===== src/rtl/sha256_pkg.sv =====
// sha256_pkg: shared widths, marker byte and formatter state encoding
package sha256_pkg;
  localparam int SHA_BLOCK2_W = 1024;
  localparam int SHA_LEN_W = 64;
  localparam logic [7:0] PAD_MARKER = 8'h80;
  typedef enum logic [1:0] {ACCUM = 2'd0, HOLD = 2'd1, DROP = 2'd2} pad_state_e;
endpackage


===== src/rtl/sha256_pad_byte_lane.sv =====
// sha256_pad_byte_lane: masks invalid bytes of the last word and inserts the 0x80 marker, flagging a spill into the next word
module sha256_pad_byte_lane
  import sha256_pkg::*;
(
  input  logic [31:0] word_i,
  input  logic [1:0]  bytes_i,
  input  logic        last_i,
  output logic [31:0] word_o,
  output logic [2:0]  nbytes_o,
  output logic        spill_o
);
  // keep valid bytes, marker right after them, zeros beyond; a full last word pushes the marker out
  always_comb begin
    nbytes_o = (bytes_i == 2'd0) ? 3'd4 : {1'b0, bytes_i};
    spill_o = last_i & (bytes_i == 2'd0);
    word_o = word_i;
    for (int j = 0; j < 4; j++)
      if (last_i) word_o[31-8*j -: 8] = (3'(j) < nbytes_o) ? word_i[31-8*j -: 8] : (3'(j) == nbytes_o ? PAD_MARKER : 8'h00);
  end
endmodule


===== src/rtl/sha256_pad_1024.sv =====
// sha256_pad_1024: packs a word stream into one SHA-256 padded 1024-bit block; SHA256_PAD_ERR_EN enables length checks, DROP and err_o
module sha256_pad_1024
  import sha256_pkg::*;
#(
  parameter int MAX_BYTES_P = 119,
  parameter int MIN_BYTES_P = 56
) (
  input  logic                    clk_i,
  input  logic                    rst_i,
  input  logic [31:0]             in,
  input  logic                    in_valid,
  input  logic                    in_last,
  input  logic [1:0]              in_bytes,
  output logic                    in_ready,
  output logic [SHA_BLOCK2_W-1:0] out,
  output logic                    out_valid,
  input  logic                    out_ready,
  output logic                    err_o
);
  localparam int NW = (MAX_BYTES_P + 1) / 4;
`ifdef SHA256_PAD_ERR_EN
  localparam bit ERR_EN = 1'b1;
`else
  localparam bit ERR_EN = 1'b0;
`endif
  pad_state_e state_q, state_d;
  logic [4:0] cnt_q, cnt_d;
  logic [SHA_BLOCK2_W-1:0] buf_q, buf_d;
  logic ready_q, valid_q, err_q, err_d;
  logic [31:0] lane_word;
  logic [2:0] nbytes;
  logic spill, accept, too_short, too_long, len_err;
  logic [6:0] len;
  sha256_pad_byte_lane u_lane (
    .word_i  (in),
    .bytes_i (in_bytes),
    .last_i  (in_last),
    .word_o  (lane_word),
    .nbytes_o(nbytes),
    .spill_o (spill)
  );
  assign accept = in_valid & ready_q;
  assign len = {cnt_q, 2'b00} + 7'(nbytes);
  assign too_short = len < 7'(MIN_BYTES_P);
  assign too_long = cnt_q == 5'(NW - 1);
  assign len_err = ERR_EN && state_q == ACCUM && accept && (in_last ? too_short : too_long);
  assign in_ready = ready_q;
  assign out_valid = valid_q;
  assign out = buf_q;
  assign err_o = err_q;
  // next state: accumulate words, finish padding on the last one, hold until taken, or discard on length errors
  always_comb begin
    state_d = state_q;
    cnt_d = cnt_q;
    buf_d = buf_q;
    err_d = len_err;
    if (state_q == HOLD) begin
      if (out_ready) begin
        state_d = ACCUM;
        cnt_d = '0;
        buf_d = '0;
      end
    end else if (state_q == DROP) begin
      if (accept && in_last) state_d = ACCUM;
    end else if (len_err) begin
      state_d = in_last ? ACCUM : DROP;
      cnt_d = '0;
      buf_d = '0;
    end else if (accept) begin
      for (int i = 0; i < NW; i++) begin
        if (cnt_q == 5'(i)) buf_d[SHA_BLOCK2_W-1-32*i -: 32] = lane_word;
        if (spill && i > 0 && cnt_q == 5'(i - 1)) buf_d[SHA_BLOCK2_W-1-32*i -: 8] = PAD_MARKER;
      end
      if (in_last) begin
        buf_d[SHA_LEN_W-1:0] = SHA_LEN_W'({len, 3'b000});
        state_d = HOLD;
        cnt_d = '0;
      end else begin
        cnt_d = cnt_q + 5'(cnt_q != 5'(NW));
      end
    end
  end
  // state registers; handshake flags are registered from the next state so they never overlap
  always_ff @(posedge clk_i or posedge rst_i) begin
    if (rst_i) begin
      state_q <= ACCUM;
      cnt_q <= '0;
      buf_q <= '0;
      ready_q <= 1'b0;
      valid_q <= 1'b0;
      err_q <= 1'b0;
    end else begin
      state_q <= state_d;
      cnt_q <= cnt_d;
      buf_q <= buf_d;
      ready_q <= state_d != HOLD;
      valid_q <= state_d == HOLD;
      err_q <= err_d;
    end
  end
endmodule


===== config.mk =====
export PLATFORM = sky130hd
export DESIGN_NAME = sha256_pad_1024
export DESIGN_NICKNAME = d
export VERILOG_FILES = /design/src/rtl/sha256_pkg.sv /design/src/rtl/sha256_pad_byte_lane.sv /design/src/rtl/sha256_pad_1024.sv
export SDC_FILE = /design/constraint.sdc
export NUM_CORES = 2
export LEC_CHECK = 0
export BUFFER_PORTS_ARGS = -buffer_cell sky130_fd_sc_hd__buf_2
export CORE_AREA = 4 4 417 419
export CTS_BUF_LIST = sky130_fd_sc_hd__clkbuf_8
export CTS_CLUSTER_SIZE = 10
export DETAILED_ROUTE_END_ITERATION = 10
export DIE_AREA = 0 0 421 423
export SLEW_MARGIN = 20
export SYNTH_ARGS = -nofsm -noshare
export SYNTH_HDL_FRONTEND = slang
export SYNTH_HIERARCHICAL = 1
export SYNTH_SLANG_ARGS = --single-unit

===== constraint.sdc =====
create_clock -name clk_i -period 37.7 [get_ports clk_i]
set_clock_uncertainty 0.2 [all_clocks]
set_input_delay 7.54 -clock clk_i [delete_from_list [all_inputs] [get_ports clk_i]]
set_output_delay 7.54 -clock clk_i [all_outputs]
set_load 0.02 [all_outputs]

======== Yosys cells after proc, flatten, opt, wreduce, memory -nomap -nowiden ========
Index checks and enable logic that the tools add are counted.
storage, ports and cells
  word-level logic and storage cells ...... 354
  input bits .............................. 39
  output and inout bits ................... 1,027
  bits in registers ....................... 1,033
cells by class
  bitwise operators ....................... 2
  reductions and logical operators ........ 155
  eq/ne operators ......................... 39
  order comparisons ....................... 4
  $add $sub $neg .......................... 2
  muxes and demuxes ....................... 88
operators by type and width
  kind                                                                 count
  1024-bit two-way mux                                                 4
  32-bit two-way mux                                                   30
  8-bit two-way mux                                                    41
  4-bit AND reduction                                                  60
  3-bit nonzero test                                                   29
  5-bit == test, second input constant                                 14
  64-bit two-way mux                                                   1
  2-bit nonzero test                                                   32
  5-bit by 4-bit == test with 1-bit output, second input constant      8
  1-bit logical AND                                                    30
  5-bit two-way mux                                                    5
  5-bit by 3-bit == test with 1-bit output, second input constant      4
  2-bit two-way mux                                                    6
  5-bit by 2-bit == test with 1-bit output, second input constant      2
  7-bit by 3-bit adder with 7-bit output                               1
  2-bit by 3-bit == test with 1-bit output, first input constant       2
  1-bit by 3-bit < comparator with 1-bit output, first input constant  2
  2-bit by 3-bit < comparator with 1-bit output, first input constant  2
  5-bit by 1-bit adder with 5-bit output                               1
  5-bit by 1-bit == test with 1-bit output, second input constant      1
  5-bit zero test                                                      1
  5-bit inequality test, second input constant                         1
  2-bit by 1-bit == test with 1-bit output, second input constant      2
  2-bit inequality test, second input constant                         2
  other kinds (8)                                                      9

======== Longest topological paths before layout ========
  depth in word-level cells ............... 11
  gate-level depth with buffers ........... 10
  gate-level depth less buffers ........... 8

======== Modules after synthesis ========
Netlist, hierarchy kept.
modules (own cells, without submodules)
  module                instances  area each (µm²)  seq. area each (µm²)  cells an instance
  sha256_pad_1024       1          37,230.7         24,423.4              2,764
  sha256_pad_byte_lane  1          364.1            0.0                   50

======== Least setup slack after synthesis ========
Ideal clock, no wire load.
  kind .................................... in2reg
  start point ............................. input in_bytes[1]
  end point ............................... register buf_q[440], in the netlist out[440]
  library setup time ...................... 0.132 ns
  buffers on the path ..................... 0
  setup slack ............................. 28.433 ns
  cell stages on the path ................. 7
  required time ........................... 37.368 ns
  arrival time ............................ 8.936 ns
  path through ............................ inv_1 -> ha_1 -> and2_1 -> or4bb_1 -> a21oi_1 -> o211ai_1 -> o2bb2ai_1
on the way
  elaborated cells on any way between the ends .. 14
RTL lines
  item                   line                        RTL
  from (decl)            sha256_pad_1024.sv:13       input logic [1:0] in_bytes,
  2-bit zero test (*)    sha256_pad_byte_lane.sv:15  spill_o = last_i & (bytes_i == 2'd0);
  1-bit bitwise AND (*)  sha256_pad_byte_lane.sv:15
  net spill              sha256_pad_1024.sv:32       logic spill, accept, too_short, too_long, len_err;
  1-bit logical AND (*)  sha256_pad_1024.sv:72       if (spill && i > 0 && cnt_q == 5'(i - 1)) buf_d[SHA_BLOCK2_W-1-32*i -: 8] = PAD_MARKER;
  8-bit two-way mux      sha256_pad_1024.sv:72
  1024-bit two-way mux   sha256_pad_1024.sv:69       end else if (accept) begin
  1024-bit two-way mux   sha256_pad_1024.sv:63       end else if (state_q == DROP) begin
  1024-bit two-way mux   sha256_pad_1024.sv:57       if (state_q == HOLD) begin
  to (signal assigned)   sha256_pad_1024.sv:95       buf_q <= buf_d;
  to (decl)              sha256_pad_1024.sv:28       logic [SHA_BLOCK2_W-1:0] buf_q, buf_d;
The timed path passes the listed nets; every way through them passes the cells marked *. The select of a mux whose other input is x is not followed.
A chain may end at the register's enable or synchronous reset.

==> results.ini <==
[route]
wl_met1_um = 70500
wl_met2_um = 88400
wl_um = 183000
via_count = 31065
wl_per_cell_um = 29.8
drtAntennaViolNets = 0
drc = 0
top_layer_used = met4
first_pass_iters = 8
route.met3.wl_um = 13500
first_iter_violations = 2903
viasPerCell = 5.07

[timing]
setup_tns_ps = 0
final-setup-viol-count = 0
fmax_mhz = 93.5
relSlewSlack = 0.216
final_hold_viol_count = 0
fin_crit_ps = 10690
tightest_slew_ps = 1180
final.period_utilization = 0.284
report.final.slew_viol_count = 0
hold_ws_ps = 279
setup_ws_ps = 27010
rsz0062_at_grt = no

[final_layout]
area_growth_pct = 28.3
drive_above_1_share = 0.371
final_common_cell = buf_2
layout_common_cells = buf_2 (1007), dfrtp_1 (976), o2bb2ai_1 (776)
finish.utilization = 0.283
fill_cells = 17680
nets = 3813

[place]
io_buffer_count = 1007
detailed_place_hpwl_um = 123000
dpl_worst_slack_ps = 25970
gp_congestion = 0.819

[outcome]
status = finished clean

[setup_path]
r2r_start = state_q[1]
cp-start-kind = primary input
reg2regPathDepth = 6
required_ps = 38420
r2r_slack_ps = 33240
crit_path_start = rst_i
worst_setup_path_end_kind = asynchronous set/reset pin
arrival_ps = 11410
critPathMaxFanout = 114
crit_end = out[683]
critical_path_class = in -> async
timing.rr.end = out[967]

[global_routing]
grt_pass1_wl_um = 252000
antenna_found_initial = 13
grtUsageTotal = 0.197
grt_overflow = 0
grt_pass1_vias = 31541
grt_max_degree = 154

[cts]
cts.path.max_buffers = 3
cts_tree = yes
post_cts_buffers = 0
cts_hold_buffers = 0
cts_resized = 0
htree_levels = 4
insertion_delay_ps = 950
clkTransAtPathRegs_ps = 60
cts_root_buf = clkbuf_8
cts.sinks = 976
numCtsBuffers = 166

[floorplanning]
coreArea_mm2 = 0.171
die_y_um = 423
ios = 1066
die-area_mm2 = 0.178
die_w_um = 421
rows = 152
start_util = 0.220

[synthesis]
synthCells = 2814
yosysSeqAreaShare = 0.650
synth_ff_type = dfrtp_1
synth-seq-cells = 976
synth_edf_count = 0
postSynth.asyncResetShare = 1.00
ys.warnings.count = 6
synth_area_mm2 = 0.0376
syn_area_per_cell_um2 = 13.4
synth_cell_types = 69

[job]
timing.max_cap.violations = 0

[worst_hold_path]
hp-class = reg -> reg

[pwr]
power_density_mw_per_mm2 = 57.5
p_leak_nw = 23.9
ir_worst_vdd_mv = 0.0351
power_mw = 2.77

-- metal layers --
metal,track usage,up-vias
li1,-,12527
met1,0.236,16351
met2,0.329,1764
met3,0.0479,423
met4,0.103,0
met5,0,-
-- cells in the mapped netlist (7+ instances only) --
cell type,instances,area share
a21boi_0,8,0.0016
a21oi_1,33,0.0044
a22o_1,84,0.020
a31oi_1,17,0.0028
a32o_1,29,0.0077
a41oi_1,11,0.0026
and2_1,26,0.0043
buf_2,126,0.017
buf_4,71,0.014
clkbuf_1,155,0.015
dfrtp_1,976,0.65
ha_1,9,0.0030
inv_1,36,0.0036
nand2_1,95,0.0095
nand2b_1,10,0.0017
nand3_1,71,0.0095
nor2_1,14,0.0014
nor2_2,7,0.0012
nor3_1,13,0.0017
o211ai_1,35,0.0070
o211ai_2,11,0.0037
o21ai_0,94,0.013
o21ai_1,13,0.0017
o2bb2ai_1,776,0.18
-- worst min-delay path by stage --
stage | start | end | slack [ps] | cells past startpoint
finish | out[9] | out[9] | 280 | 2
global route | out[549] | out[549] | 290 | 1
CTS | out[9] | out[9] | 280 | 2
detailed placement | out[427] | out[427] | 270 | 1
global placement | out[8] | out[8] | 260 | 2
floorplan | out[3] | out[3] | 380 | 2
-- area by class of cell --
class	instances	area [um^2]	area share
multi-input combinational	1502	11800	0.245
tap	2233	2790	0.0579
timing repair buffer	1083	5660	0.117
inverter	36	143	0.00296
clock buffer	206	2840	0.0588
antenna	16	40.0	0.000830
sequential	976	24400	0.506
clock inverter	80	507	0.0105
-- cell families after synthesis --
| kind of cell | Yosys count | share of synthesized area |
|---|---|---|
| AND/OR/NAND/NOR | 294 | 0.0436 |
| buffers and inverters | 393 | 0.0512 |
| XOR/XNOR | 4 | 0.00143 |
| multiplexers | 7 | 0.00213 |
| AO/OA/AOI/OAI | 1130 | 0.249 |
| flip-flops | 976 | 0.650 |
| adder cells (fa/ha/maj) | 9 | 0.00300 |
| other | 1 | 0.0000997 |
-- worst max-delay path, cell delays in order --
cell   delay, ps
buf_2        130
inv_8        530
buf_4        590
buf_4        680
buf_4        840
buf_4        790
-- stage by stage --
step | area (um^2) | cells
after floorplan | 37800 | 2871
after global placement | 44800 | 5829
after detailed placement | 44800 | 5829
after CTS | 48200 | 6115
after global routing | 48200 | 6127
final | 48200 | 6132
-- power breakdown --
part	switching [mW]	internal [mW]
registers	0.0588	1.13
clock network	0.472	0.506
logic	0.460	0.147
-- sequential cells by signal, summed over array words and instances (netlist names) --
register,flops
cnt_q,5
in_ready,1
state_q,2
out,967
out_valid,1
Note: power is estimated with default switching activity, not from simulation.
